[src/rtl/minimig_volume_scheduler_if.sv]
// Frame bus between the audio sources/mixer and the shared-multiplier volume scaler.
// The master drives strobe, samples and volumes; the slave returns scaled samples and status pulses.
interface minimig_volume_scheduler_if #(
  parameter int NCH = 5,
  parameter int SW  = 16,
  parameter int VW  = 8
);
  logic              sample_strobe;
  logic [NCH*SW-1:0] sample_in;
  logic [NCH*VW-1:0] vol_in;
  logic [NCH*SW-1:0] sample_out;
  logic              out_valid;
  logic              busy;
  logic              overflow;
  logic              missed;

  modport master (
    output sample_strobe, sample_in, vol_in,
    input  sample_out, out_valid, busy, overflow, missed
  );

  modport slave (
    input  sample_strobe, sample_in, vol_in,
    output sample_out, out_valid, busy, overflow, missed
  );
endinterface

[src/rtl/minimig_volume_scheduler.sv]
// Per-frame volume scaler: snapshots NCH samples/volumes on a strobe, scales them one per
// clock through a single signed multiplier, saturates, and publishes the whole frame at once.
module minimig_volume_scheduler #(
  parameter int NCH = 5,
  parameter int SW  = 16,
  parameter int VW  = 8
) (
  input  logic clk,
  input  logic rst_n,
  minimig_volume_scheduler_if.slave bus
);
  localparam int PW = SW + VW + 1;
  localparam int CW = (NCH > 1) ? $clog2(NCH) : 1;
  localparam int SH = VW - 1;  // volume 2^(VW-1) is unity gain
  localparam logic signed [PW-1:0] SMAX = {{(PW-SW+1){1'b0}}, {(SW-1){1'b1}}};
  localparam logic signed [PW-1:0] SMIN = {{(PW-SW+1){1'b1}}, {(SW-1){1'b0}}};

  typedef enum logic [1:0] {IDLE, RUN, DRAIN, DONE} state_t;

  state_t                 state_q, state_d;
  logic [CW-1:0]          ch_q, ch_d;
  logic [CW-1:0]          pch_q, pch_d;
  logic [NCH-1:0][SW-1:0] shadow_s_q, shadow_s_d;
  logic [NCH-1:0][VW-1:0] shadow_v_q, shadow_v_d;
  logic [NCH-1:0][SW-1:0] result_q, result_d;
  logic [NCH-1:0][SW-1:0] sample_out_q, sample_out_d;
  logic signed [PW-1:0]   prod_q, prod_d;
  logic                   wb_vld_q, wb_vld_d;
  logic                   out_valid_q, out_valid_d;
  logic                   busy_q, busy_d;
  logic                   overflow_q, overflow_d;
  logic                   missed_q, missed_d;

  logic signed [PW-1:0]   mul_a, mul_b, scaled;
  logic [SW-1:0]          sat;
  logic                   clip;

  // Writeback stage: arithmetic shift floors toward -inf, then clamp to SW bits.
  always_comb begin
    scaled = prod_q >>> SH;
    clip   = 1'b0;
    sat    = scaled[SW-1:0];
    if (scaled > SMAX) begin
      sat  = {1'b0, {(SW-1){1'b1}}};
      clip = 1'b1;
    end else if (scaled < SMIN) begin
      sat  = {1'b1, {(SW-1){1'b0}}};
      clip = 1'b1;
    end
  end

  always_comb begin
    mul_a = PW'($signed(shadow_s_q[ch_q]));
    mul_b = PW'($signed({1'b0, shadow_v_q[ch_q]}));
  end

  always_comb begin
    state_d      = state_q;
    ch_d         = ch_q;
    pch_d        = pch_q;
    shadow_s_d   = shadow_s_q;
    shadow_v_d   = shadow_v_q;
    result_d     = result_q;
    sample_out_d = sample_out_q;
    prod_d       = prod_q;
    wb_vld_d     = 1'b0;
    out_valid_d  = 1'b0;
    overflow_d   = 1'b0;
    missed_d     = bus.sample_strobe && (state_q != IDLE);

    if (wb_vld_q) begin
      result_d[pch_q] = sat;
      overflow_d      = clip;
    end

    case (state_q)
      IDLE: begin
        if (bus.sample_strobe) begin
          shadow_s_d = bus.sample_in;
          shadow_v_d = bus.vol_in;
          ch_d       = '0;
          state_d    = RUN;
        end
      end
      RUN: begin
        prod_d   = mul_a * mul_b;
        pch_d    = ch_q;
        wb_vld_d = 1'b1;
        if (ch_q == CW'(NCH-1)) begin
          ch_d    = '0;
          state_d = DRAIN;
        end else begin
          ch_d = ch_q + 1'b1;
        end
      end
      DRAIN: state_d = DONE;
      DONE: begin
        // result_q already holds the last channel, written on the DRAIN edge
        sample_out_d = result_q;
        out_valid_d  = 1'b1;
        state_d      = IDLE;
      end
      default: state_d = IDLE;
    endcase

    busy_d = (state_d != IDLE);
  end

  always_ff @(posedge clk or negedge rst_n) begin
    if (!rst_n) begin
      state_q      <= IDLE;
      ch_q         <= '0;
      pch_q        <= '0;
      shadow_s_q   <= '0;
      shadow_v_q   <= '0;
      result_q     <= '0;
      sample_out_q <= '0;
      prod_q       <= '0;
      wb_vld_q     <= 1'b0;
      out_valid_q  <= 1'b0;
      busy_q       <= 1'b0;
      overflow_q   <= 1'b0;
      missed_q     <= 1'b0;
    end else begin
      state_q      <= state_d;
      ch_q         <= ch_d;
      pch_q        <= pch_d;
      shadow_s_q   <= shadow_s_d;
      shadow_v_q   <= shadow_v_d;
      result_q     <= result_d;
      sample_out_q <= sample_out_d;
      prod_q       <= prod_d;
      wb_vld_q     <= wb_vld_d;
      out_valid_q  <= out_valid_d;
      busy_q       <= busy_d;
      overflow_q   <= overflow_d;
      missed_q     <= missed_d;
    end
  end

  assign bus.sample_out = sample_out_q;
  assign bus.out_valid  = out_valid_q;
  assign bus.busy       = busy_q;
  assign bus.overflow   = overflow_q;
  assign bus.missed     = missed_q;
endmodule

[src/flat_wrapper.sv]
// flat-port wrapper written by rule: the top's interface ports become plain ports
module minimig_volume_scheduler_flat 
#(
  parameter int NCH = 5,
  parameter int SW  = 16,
  parameter int VW  = 8
)
  (clk, rst_n, bus_sample_strobe, bus_sample_in, bus_vol_in, bus_sample_out, bus_out_valid, bus_busy, bus_overflow, bus_missed);
  minimig_volume_scheduler_if #(.NCH(NCH), .SW(SW), .VW(VW)) bus_i ();
  input  logic clk;
  input  logic rst_n;
  input wire logic [$bits(bus_i.sample_strobe)-1:0] bus_sample_strobe;
  input wire logic [$bits(bus_i.sample_in)-1:0] bus_sample_in;
  input wire logic [$bits(bus_i.vol_in)-1:0] bus_vol_in;
  output wire logic [$bits(bus_i.sample_out)-1:0] bus_sample_out;
  output wire logic [$bits(bus_i.out_valid)-1:0] bus_out_valid;
  output wire logic [$bits(bus_i.busy)-1:0] bus_busy;
  output wire logic [$bits(bus_i.overflow)-1:0] bus_overflow;
  output wire logic [$bits(bus_i.missed)-1:0] bus_missed;
  assign bus_i.sample_strobe = bus_sample_strobe;
  assign bus_i.sample_in = bus_sample_in;
  assign bus_i.vol_in = bus_vol_in;
  assign bus_sample_out = bus_i.sample_out;
  assign bus_out_valid = bus_i.out_valid;
  assign bus_busy = bus_i.busy;
  assign bus_overflow = bus_i.overflow;
  assign bus_missed = bus_i.missed;
  minimig_volume_scheduler #(.NCH(NCH), .SW(SW), .VW(VW)) u_core (.clk(clk), .rst_n(rst_n), .bus(bus_i));
endmodule
[config.mk]
export PLATFORM = sky130hd
export DESIGN_NAME = minimig_volume_scheduler_flat
export DESIGN_NICKNAME = d
export VERILOG_FILES = /design/src/rtl/minimig_volume_scheduler_if.sv /design/src/rtl/minimig_volume_scheduler.sv /design/src/flat_wrapper.sv
export SDC_FILE = /design/constraint.sdc
export NUM_CORES = 1
export LEC_CHECK = 0
export CAP_MARGIN = 40
export CORE_UTILIZATION = 54
export DETAILED_ROUTE_END_ITERATION = 8
export PLACE_DENSITY = 0.85
export SKIP_LAST_GASP = 1
export SLEW_MARGIN = 20
export SYNTH_ARGS = -nofsm -noshare
export SYNTH_HDL_FRONTEND = slang
export SYNTH_SLANG_ARGS = --single-unit
export TNS_END_PERCENT = 50
[constraint.sdc]
create_clock -name clk -period 13 [get_ports clk]
set_input_delay 1.3 -clock clk [delete_from_list [all_inputs] [get_ports clk]]
set_output_delay 1.3 -clock clk [all_outputs]
set_load 0.01 [all_outputs]
Word-level counts from Yosys, hierarchy flattened:

Cells that the tools add are included.

* memories: 0
* memory bits (writable): 0
* memory bits (read-only): 0
* word-level logic and storage cells: 69
* output and inout port bits: 84
* bits in latches: 0
* flip-flop bits (word level): 318
* input port bits: 123

* multipliers: 1
* bitwise logic cells: 0
* order comparisons: 5
* add/subtract/negate cells: 1
* reductions and logical operators: 8
* div/mod/pow operators: 0
* shift operators: 0
* multiplexer cells: 20
* equality and inequality tests: 5

Operators by type and width (number)
* 80-bit bitwise mux: 1
* 16-bit two-way mux: 4
* 16-bit binary-select mux with 3-bit select: 1
* 16-bit demux with 3-bit select: 1
* 16-bit by 9-bit multiplier with 25-bit output: 1
* 8-bit binary-select mux with 3-bit select: 1
* 18-bit by 16-bit > comparator with 1-bit output (second input constant): 1
* 18-bit by 16-bit < comparator with 1-bit output (second input constant): 1
* 3-bit by 4-bit < comparator with 1-bit output (second input constant): 2
* 8-bit two-way mux: 1
* 2-bit case mux with 4 select lines: 1
* 3-bit two-way mux: 2
* 3-bit case mux with 2 select lines: 1
* 2-bit nonzero test: 3
* 1-bit two-way mux: 5
* 2-bit equality test (second input constant): 2
* 2-bit two-way mux: 2
* 2-bit AND reduction: 2
* 3-bit by 1-bit adder with 3-bit output (second input constant): 1
* 3-bit equality test (second input constant): 1
* 3-bit by 1-bit greater-or-equal comparator with 1-bit output (second input constant): 1
* 2-bit by 1-bit equality test with 1-bit output (second input constant): 1
* 1-bit logical AND: 2
* 2-bit zero test: 1
* 2-bit != test (second input constant): 1

Logic depth before layout (Yosys ltp):

Gate-level depths: netlist of the first run.

* word-level depth: 5
* depth in mapped cells: 26
* mapped depth without buffers: 21

Worst setup path after synthesis of the first run:

OpenSTA, ideal clock, no wires.

* path kind: reg-to-reg
* from: register u_core.ch_q[1]
* to: register u_core.prod_q[23]
* setup time: 0.131 ns
* setup slack: 6.890 ns
* required time: 12.869 ns
* arrival time: 5.979 ns
* buffers on the path: 4
* stages on the path, launching flop included: 22
* clock period less this slack: 6.110 ns
* cells stage by stage: dfrtp_1 > buf_1 > clkbuf_1 > mux4_2 > a22oi_1 > clkbuf_1 > nor2_1 > fa_1 > fa_1 > fa_1 > inv_1 > fa_1 > inv_1 > ha_1 > clkbuf_1 > nand2_1 > o21bai_1 > or3_1 > a31oi_1 > a31o_2 > a2111o_1 > o211ai_1

* longest elaborated chain between the ends: 3
* elaborated cells on any way between the ends: 5
* classes of those cells: mul (1); mux (4)

RTL lines
* start, declared: RTL line minimig_volume_scheduler.sv:21 `logic [CW-1:0] ch_q, ch_d;`
* start signal, assigned: RTL line minimig_volume_scheduler.sv:126 `ch_q <= ch_d;`
* 16-bit binary-select mux with 3-bit select or 8-bit binary-select mux with 3-bit select (tied branches): RTL line minimig_volume_scheduler.sv:53, minimig_volume_scheduler.sv:54
* 16-bit two-way mux (implied by the code) or 8-bit two-way mux (tied branches): RTL line minimig_volume_scheduler.sv:53, minimig_volume_scheduler.sv:54
* 16-bit by 9-bit multiplier with 25-bit output *: RTL line minimig_volume_scheduler.sv:86 `prod_d = mul_a * mul_b;`
* end signal, assigned: RTL line minimig_volume_scheduler.sv:132 `prod_q <= prod_d;`
* end, declared: RTL line minimig_volume_scheduler.sv:27 `logic signed [PW-1:0] prod_q, prod_d;`

Every way passes the cells marked *; elsewhere a longest branch is shown, timed or not. The select of a mux whose other input is x is not followed.
A chain may end at the register's enable or synchronous reset.

Final worst setup path of the first run:

* from: register u_core.ch_q[0]
* to: register u_core.prod_q[24]

Same word-level chain as after synthesis.

==> flow_metrics.tcl, run 1 <==
set metrics [dict create \
    cts.sinks 311 \
    max_freq_mhz 150 \
    grt_pass1_vias 13100 \
    seq_area_frac_synth_pct 44.6 \
    clk_latency_ns 0.57 \
    synth_area_per_cell_um2 10.9 \
    holdPathStages 2 \
    rsz0062_at_grt "no" \
    gp_congestion 0.843 \
    final_area_um2 21100 \
    dp_hpwl_um 30100 \
    synth-edff-count 0 \
    ctsResizeCount 0 \
    start_util_pct 55.1 \
    hold_start "u_core.result_q[9]$_DFFE_PN0P_" \
    crit_fanout 29 \
    grt_use_total_pct 25.2 \
    r2r_slack_ns 6.34 \
    wl_per_cell_um 18.3 \
    place_area_um2 20000 \
    die_y_um 182 \
    outcome "completed" \
    period_needed_ns 6.66 \
    hold_viol 0 \
    finalSetupTns_ns 0 \
    cap_violations 0 \
    fin_worst_skew_ns 0.0105 \
    ys.warnings.count 0 \
    synth_area_um2 17400 \
    async_reset_ff_share_pct 100 \
    rows 65 \
    num_antenna_cells 0 \
    viasPerCell 5.59 \
    final_nets 2062 \
    antenna_found_initial 0 \
    vias 12400 \
    rr_startpoint "u_core.ch_q[0]$_DFFE_PN0P_" \
    htreeDepth 1 \
    layout-drive-gt1-share_pct 18.1 \
    dp_slack_ns 6.35 \
    worst_ep_required_time_ns 13.45 \
    die_area_um2 33000 \
    area_delta_synth_final_pct 20.8 \
    grt_pass1_wl_um 66700 \
    cts_tree "built" \
    place_inst 2158 \
    cts-root-buf "clkbuf_16" \
    netlist_instances 1603 \
    synth_fp_nets 1875 \
    fillers 2261 \
    setup_slack_ns 6.34 \
    r2r_end "u_core.prod_q[24]$_DFFE_PN0P_" \
    port_buffers 206 \
    worstMarginPinSlew_ns 0.838 \
    core_um2 31600 \
    crit_arrival_ns 7.11 \
    holdPathEnd "u_core.result_q[9]$_DFFE_PN0P_" \
    cts_hold_buf 0 \
    synth_flop_cell "dfrtp_1" \
    drt_wl_total_um 40500 \
    drt_first_pass_iters 7 \
    hold_class "reg -> reg" \
    drv_slew 0 \
    stdcell_count 2214 \
    drc 0 \
    clock_tree.buffer_depth 3 \
    ant_nets 0 \
    ios 207 \
    r2r_cells 19 \
    ys_ff_latch 311 \
    cts_inserted_buffers 31 \
    grt_overflow 0 \
    cts_setup_buffers 0 \
    path_clk_slew_ns 0.06 \
    criticalPathCategory "reg -> reg" \
    start_kind "flip-flop" \
    slew_headroom_pct 44.1 \
    synthDistinctLibCells 59 \
    initialDrtViolationCount 843 \
    setup_viol 0 \
    end_kind "flip-flop" \
    timing.final.crit_share_pct 51.2 \
    grt_max_degree 79 \
    die_x_um 182 \
]
routing by layer:
layer / GRT usage [%] / wire length (um)
met5: 0 / 0
met1: 30.9 / 16600
met3: 4.59 / 2360
met2: 44.2 / 20000
met4: 9.42 / 1520
critical path, stage by stage, from the launching register on:
cell     delay, ns
dfrtp_2       0.59
buf_4         0.33
nor3b_4       0.54
buf_6         0.25
a22o_1        0.51
inv_1         0.18
or2_2         0.35
fa_1          0.41
inv_1         0.08
fa_1          0.41
ha_1          0.33
fa_1          0.49
ha_1          0.30
nand4_1       0.10
nor2_1        0.09
o21ai_0       0.21
nor4_4        0.46
nand3_1       0.21
a31oi_1       0.29
mux2_2        0.37
state kept, by name, summed over array words and instances, names as in the netlist:
register / cells
u_core.bus.sample_out: 80
u_core.result_q: 80
u_core.shadow_s_q: 80
u_core.shadow_v_q: 40
u_core.prod_q: 18
u_core.ch_q: 3
u_core.pch_q: 3
u_core.state_q: 2
u_core.bus.busy: 1
u_core.bus.missed: 1
u_core.bus.out_valid: 1
u_core.bus.overflow: 1
u_core.wb_vld_q: 1
how the worst max path moves through the flow:
stage,start,end,cells after the start
3_3_place_gp,u_core.ch_q[0]$_DFFE_PN0P_,u_core.prod_q[14]$_DFFE_PN0P_,19
4_1_cts,u_core.ch_q[0]$_DFFE_PN0P_,u_core.prod_q[24]$_DFFE_PN0P_,20
6_report,u_core.ch_q[0]$_DFFE_PN0P_,u_core.prod_q[24]$_DFFE_PN0P_,19
5_1_grt,u_core.ch_q[0]$_DFFE_PN0P_,u_core.prod_q[23]$_DFFE_PN0P_,20
3_5_place_dp,u_core.ch_q[0]$_DFFE_PN0P_,u_core.prod_q[24]$_DFFE_PN0P_,20
2_1_floorplan,u_core.ch_q[1]$_DFFE_PN0P_,u_core.prod_q[23]$_DFFE_PN0P_,21
cell usage in the layout (no fill, tap or decap), types with 6 or more instances in the layout:
cell type and count:
xnor2_1 8, mux2i_1 19, clkbuf_16 31, mux4_2 8, nor2_1 132, inv_1 153, o21a_1 17, o31ai_1 6
nor3_1 15, clkdlybuf4s50_1 205, ha_1 48, a21oi_1 54, mux2_2 220, nand2_1 187, dfrtp_1 309, a22oi_1 8
or2_2 6, nand2b_1 15, a21o_1 13, o21ai_0 105, nand3_1 21, buf_4 16, fa_1 101
kinds of logic after synthesis:
family	after synthesis	share of synthesized area [%]
AND/OR/NAND/NOR	413	10.2
flip-flops	311	44.6
multiplexers	247	16.3
buffers and inverters	236	5.13
AO/OA/AOI/OAI	235	8.10
adder cells (fa/ha/maj)	149	15.0
XOR/XNOR	12	0.602
cells in the mapped netlist, types with 3 or more instances:
cell | number | area share, %
o2111ai_1 | 3 | 0.15
nor2b_1 | 5 | 0.18
a31o_2 | 4 | 0.20
o31ai_1 | 6 | 0.26
nand2b_1 | 15 | 0.54
a31oi_1 | 3 | 0.11
or3_1 | 3 | 0.11
or4_1 | 3 | 0.13
nand4_1 | 5 | 0.18
mux2i_1 | 19 | 1.1
and2_1 | 6 | 0.22
nand2_1 | 188 | 4.0
xor2_1 | 4 | 0.20
a21o_1 | 13 | 0.56
mux2_2 | 220 | 14
a22oi_1 | 8 | 0.34
nor2_1 | 132 | 2.8
buf_1 | 10 | 0.22
xnor2_1 | 8 | 0.40
o311ai_0 | 3 | 0.15
nor3_1 | 15 | 0.43
inv_1 | 153 | 3.3
dfrtp_1 | 311 | 45
nand3_1 | 21 | 0.60
or2_2 | 6 | 0.22
a21oi_1 | 54 | 1.5
o21a_1 | 17 | 0.73
fa_1 | 101 | 12
and3_1 | 5 | 0.18
mux4_2 | 8 | 1.0
o21ai_0 | 105 | 3.0
ha_1 | 48 | 3.4
clkbuf_1 | 66 | 1.4
area by class of cell:
| class | instances | area (um^2) | area share [%] |
|---|---|---|---|
| clock buffer | 41 | 863 | 4.09 |
| clock inverter | 14 | 156 | 0.742 |
| inverter | 156 | 586 | 2.78 |
| multi-input combinational | 1056 | 8770 | 41.6 |
| sequential | 311 | 7780 | 36.9 |
| tap | 402 | 503 | 2.39 |
| timing repair buffer | 234 | 2420 | 11.5 |
metrics by stage:
step	utilization, %	hold WS, ns
6_report	66.6	0.477
5_1_grt	66.6	0.501
4_1_cts	66.6	0.480
3_5_place_dp	63.4	0.467
3_3_place_gp	62.7	0.457
2_1_floorplan	-	0.444
Power of run 1 is not shown: default switching activity piles up to over one toggle a cycle in this logic, so the estimate is an artifact.
==> inputs of run 2 (changes only) <==
- CORE_UTILIZATION: 54 -> 51
- PLACE_DENSITY: 0.85 -> 0.84
- clock period: 13 -> 6 ns (I/O delays scaled with it)
==> flow_metrics.tcl, run 2 (synthesized netlist as in run 1, its figures left out) <==
set metrics [dict create \
    outcome "completed" \
    cts_inserted_buffers 31 \
    slew_headroom_pct 40.3 \
    viasPerCell 5.52 \
    core_um2 33600 \
    die_x_um 187 \
    clock_tree.buffer_depth 3 \
    setup_slack_ns 0.138 \
    criticalPathCategory "reg -> reg" \
    die_area_um2 35000 \
    drv_slew 0 \
    seqCellArea_um2 7780 \
    grt_use_total_pct 23.6 \
    finalSetupTns_ns 0 \
    dp_slack_ns 0.126 \
    grt_overflow 0 \
    grt_pass1_wl_um 66800 \
    r2r_cells 20 \
    final_nets 2083 \
    fillers 2530 \
    wl_per_cell_um 17.9 \
    setup_viol 0 \
    die_y_um 187 \
    end_kind "flip-flop" \
    dp_hpwl_um 29900 \
    ant_nets 0 \
    rows 67 \
    vias 12600 \
    layout_common_cells "dfrtp_1 (309), mux2_2 (220), clkdlybuf4s50_1 (205)" \
    max_freq_mhz 171 \
    cts_tree "built" \
    crit_fanout 13 \
    cp_num_buf_inv 6 \
    max_stage_delay_ns 0.55 \
    drt_wl_total_um 40900 \
    hold_start "u_core.result_q[25]$_DFFE_PN0P_" \
    crit_chain "buf_12 -> mux4_2 -> a22oi_1 -> buf_6 -> nor2_1 -> fa_1 -> inv_1 -> fa_1 -> inv_1 -> fa_1 -> inv_1 -> fa_1 -> inv_1 -> ha_1 -> nand2_1 -> nor3_1 -> and3_1 -> nand3_1 -> a31oi_2 -> mux2_2" \
    cpLargestDelayFamily "adder cells" \
    path_clk_slew_ns 0.06 \
    ios 207 \
    gp_congestion 0.894 \
    grt_max_degree 165 \
    crit_cells 20 \
    final_area_um2 21300 \
    start_kind "flip-flop" \
    grt_pass1_vias 12900 \
    hold_class "reg -> reg" \
    worst_ep_required_time_ns 6.45 \
    drc 0 \
    cap_violations 0 \
    worstMarginPinSlew_ns 0.895 \
    startpoint "u_core.ch_q[0]$_DFFE_PN0P_" \
    start_util_pct 51.9 \
    place_area_um2 20100 \
    cts-root-buf "clkbuf_16" \
    hold_viol 0 \
    antenna_found_initial 0 \
    multiInputGateArea_um2 8810 \
    cts.sinks 311 \
    clk_latency_ns 0.57 \
    crit_arrival_ns 6.32 \
    rsz0062_at_grt "yes" \
    area_delta_synth_final_pct 22.2 \
    rr_startpoint "u_core.ch_q[0]$_DFFE_PN0P_" \
    cpMaxStageDelayCell "fa_1" \
    stdcell_count 2281 \
    num_antenna_cells 0 \
    htreeDepth 1 \
    place_inst 2210 \
    holdPathStages 2 \
    fin_worst_skew_ns 0.0156 \
    layout-drive-gt1-share_pct 19.1 \
    initialDrtViolationCount 918 \
    drt_first_pass_iters 5 \
    timing.final.crit_share_pct 97.7 \
    final_common_cell "dfrtp_1" \
    period_needed_ns 5.86 \
    port_buffers 206 \
]
run 2: per-layer routing:
layer  wire length, um  vias up  track usage [%]
met5                 0        -                0
met1             17000     6253             30.9
met3              2180      101             2.96
li1                  -     5759                -
met2             20300      470             40.8
met4              1350        0             7.60
run 2: worst min-delay path: cells and delay by family, from the launching register on:
kind | cells | cell delay, ns
DFF | 1 | 0.34
AOI/OAI and AO/OA | 1 | 0.06
and+or+nand+nor | 1 | 0.04
run 2: worst paths after layout:
check | slack (ns) | to
max in group asynchronous | 4.23 | u_core.ch_q[1]$_DFFE_PN0P_
worst min-delay path | 0.48 | u_core.result_q[25]$_DFFE_PN0P_
min in group asynchronous | 0.52 | u_core.bus.sample_out[59]$_DFFE_PN0P_
worst max-delay path | 0.14 | u_core.prod_q[24]$_DFFE_PN0P_
worst min register to register | 0.48 | u_core.result_q[25]$_DFFE_PN0P_
worst max register to register | 0.14 | u_core.prod_q[24]$_DFFE_PN0P_
run 2: repair_timing:
action / CTS / global route
buffers inserted: 0 / 12
endpoints found under the hold margin: 0 / 43
setup endpoints to repair: 0 / 8
gates resized for setup: 0 / 15
hold buffers: 0 / 1
run 2: final cells by class:
| class | count | area share [%] |
|---|---|---|
| multi-input cells | 1056 | 41.3 |
| flip-flops and latches | 311 | 36.5 |
| well taps | 448 | 2.63 |
| inverters | 156 | 2.75 |
| clock inverters | 9 | 0.552 |
| clock buffers | 46 | 4.09 |
| repair buffers | 255 | 12.1 |
run 2: per-stage QoR:
stage | util, % | hold slack, ns
2_1_floorplan | - | 0.304
3_3_place_gp | 59.5 | 0.458
3_5_place_dp | 59.9 | 0.466
4_1_cts | 62.8 | 0.216
5_1_grt | 63.4 | 0.496
6_report | 63.4 | 0.477
Power of run 2 is left out for the same reason.
==> inputs of run 3 (changes only) <==
- CORE_UTILIZATION: 51 -> 54
- PLACE_DENSITY: 0.84 -> 0.85
- clock period: 6 -> 7.2 ns (I/O delays scaled with it)
==> flow_metrics.tcl, run 3 (synthesized netlist as in run 1, its figures left out) <==
set metrics [dict create \
    outcome "completed" \
    initialDrtViolationCount 944 \
    htreeDepth 1 \
    grt_pass1_vias 12800 \
    cts_tree "built" \
    start_kind "flip-flop" \
    clock_tree.buffer_depth 3 \
    layout_common_cells "dfrtp_1 (309), mux2_2 (220), clkdlybuf4s50_1 (205)" \
    hold_viol 0 \
    setup_viol 0 \
    hold_class "in -> async" \
    worst_ep_required_time_ns 7.66 \
    finalSetupTns_ns 0 \
    setup_slack_ns 0.652 \
    endpoint "u_core.prod_q[14]$_DFFE_PN0P_" \
    wl_per_cell_um 18.0 \
    r2r_cells 19 \
    path_clk_slew_ns 0.07 \
    port_buffers 206 \
    ant_nets 0 \
    die_y_um 182 \
    criticalPathCategory "reg -> reg" \
    ios 207 \
    viasPerCell 5.54 \
    area_delta_synth_final_pct 20.9 \
    crit_fanout 23 \
    hold_slack_ns 0.134 \
    crit_arrival_ns 7.00 \
    core_um2 31600 \
    end_kind "flip-flop" \
    num_antenna_cells 0 \
    drt_first_pass_iters 5 \
    dp_hpwl_um 29700 \
    cts_setup_buffers 0 \
    r2r_end "u_core.prod_q[14]$_DFFE_PN0P_" \
    final_nets 2061 \
    drt_wl_total_um 39900 \
    slew_headroom_pct 40.7 \
    drc 0 \
    startpoint "u_core.ch_q[1]$_DFFE_PN0P_" \
    worstMarginPinSlew_ns 0.890 \
    fin_worst_skew_ns 0.0196 \
    rr_startpoint "u_core.ch_q[1]$_DFFE_PN0P_" \
    clk_latency_ns 0.57 \
    gp_congestion 0.895 \
    cts.sinks 311 \
    layout-drive-gt1-share_pct 18.0 \
    dp_slack_ns 0.729 \
    antenna_found_initial 0 \
    period_needed_ns 6.55 \
    max_freq_mhz 153 \
    r2r_slack_ns 0.65 \
    final_common_cell "dfrtp_1" \
    grt_pass1_wl_um 66800 \
    vias 12300 \
    cap_violations 0 \
    die_x_um 182 \
    grt_max_degree 88 \
    timing.final.crit_share_pct 90.9 \
    cts_hold_buf 0 \
    ctsResizeCount 0 \
    die_area_um2 33000 \
    rows 65 \
    grt_use_total_pct 25.3 \
    start_util_pct 55.1 \
    grt_overflow 0 \
    drv_slew 0 \
    rsz0062_at_grt "no" \
    cts-root-buf "clkbuf_16" \
    cts_inserted_buffers 30 \
]
[run 3: changes by cell type in the layout (fill, tap and decap cells not counted), moves of 3 or more]
cell	delta
buf_4	-16
clkbuf_1	-5
o21ai_0	+3
o21ai_1	-3
[run 3: how the worst min path moves through the flow]
stage	slack, ns	end	depth (start not counted)
after global placement	0.46	u_core.result_q[14]$_DFFE_PN0P_	2
after global routing	0.17	u_core.bus.sample_out[19]$_DFFE_PN0P_	1
after floorplan	0.42	u_core.bus.busy$_DFF_PN0_	0
after detailed placement	0.47	u_core.result_q[40]$_DFFE_PN0P_	2
final	0.13	u_core.bus.sample_out[19]$_DFFE_PN0P_	1
after CTS	0.14	u_core.bus.sample_out[19]$_DFFE_PN0P_	1
[run 3: critical path, cell delays in order, from the launching register on]
cell and delay [ns]:
dfrtp_2 0.74, buf_4 0.41, mux4_2 0.36, a22oi_1 0.45
nor2_1 0.15, fa_1 0.56, inv_1 0.06, fa_1 0.47
inv_1 0.05, fa_1 0.52, inv_1 0.05, fa_1 0.53
inv_1 0.04, ha_1 0.36, and2_1 0.25, o311ai_0 0.16
nor4_1 0.57, o21ai_0 0.21, a21o_1 0.22, a31o_2 0.23
[run 3: cell type report]
| class | instances | area, um^2 |
|---|---|---|
| clock buffer | 42 | 856 |
| clock inverter | 11 | 185 |
| fill | 2253 | 10500 |
| inverter | 156 | 586 |
| multi-input combinational | 1056 | 8770 |
| sequential | 311 | 7780 |
| tap | 402 | 503 |
| timing repair buffer | 234 | 2400 |
[run 3: per-stage QoR]
| step | instance area, um^2 | instances | util [%] |
|---|---|---|---|
| final | 21100 | 2212 | 66.7 |
| after global routing | 21100 | 2212 | 66.7 |
| after CTS | 21000 | 2210 | 66.5 |
| after detailed placement | 20000 | 2157 | 63.2 |
| after global placement | 19800 | 2148 | 62.7 |
| after floorplan | 17400 | 1603 | - |
[run 3: per-layer routing]
metal	vias to the layer above	GRT usage (%)	wire length, um
met1	6100	32.6	16600
li1	5689	-	-
met3	75	3.53	1960
met4	0	7.80	1230
met5	-	0	0
met2	394	44.2	20100
Power of run 3 is left out for the same reason.
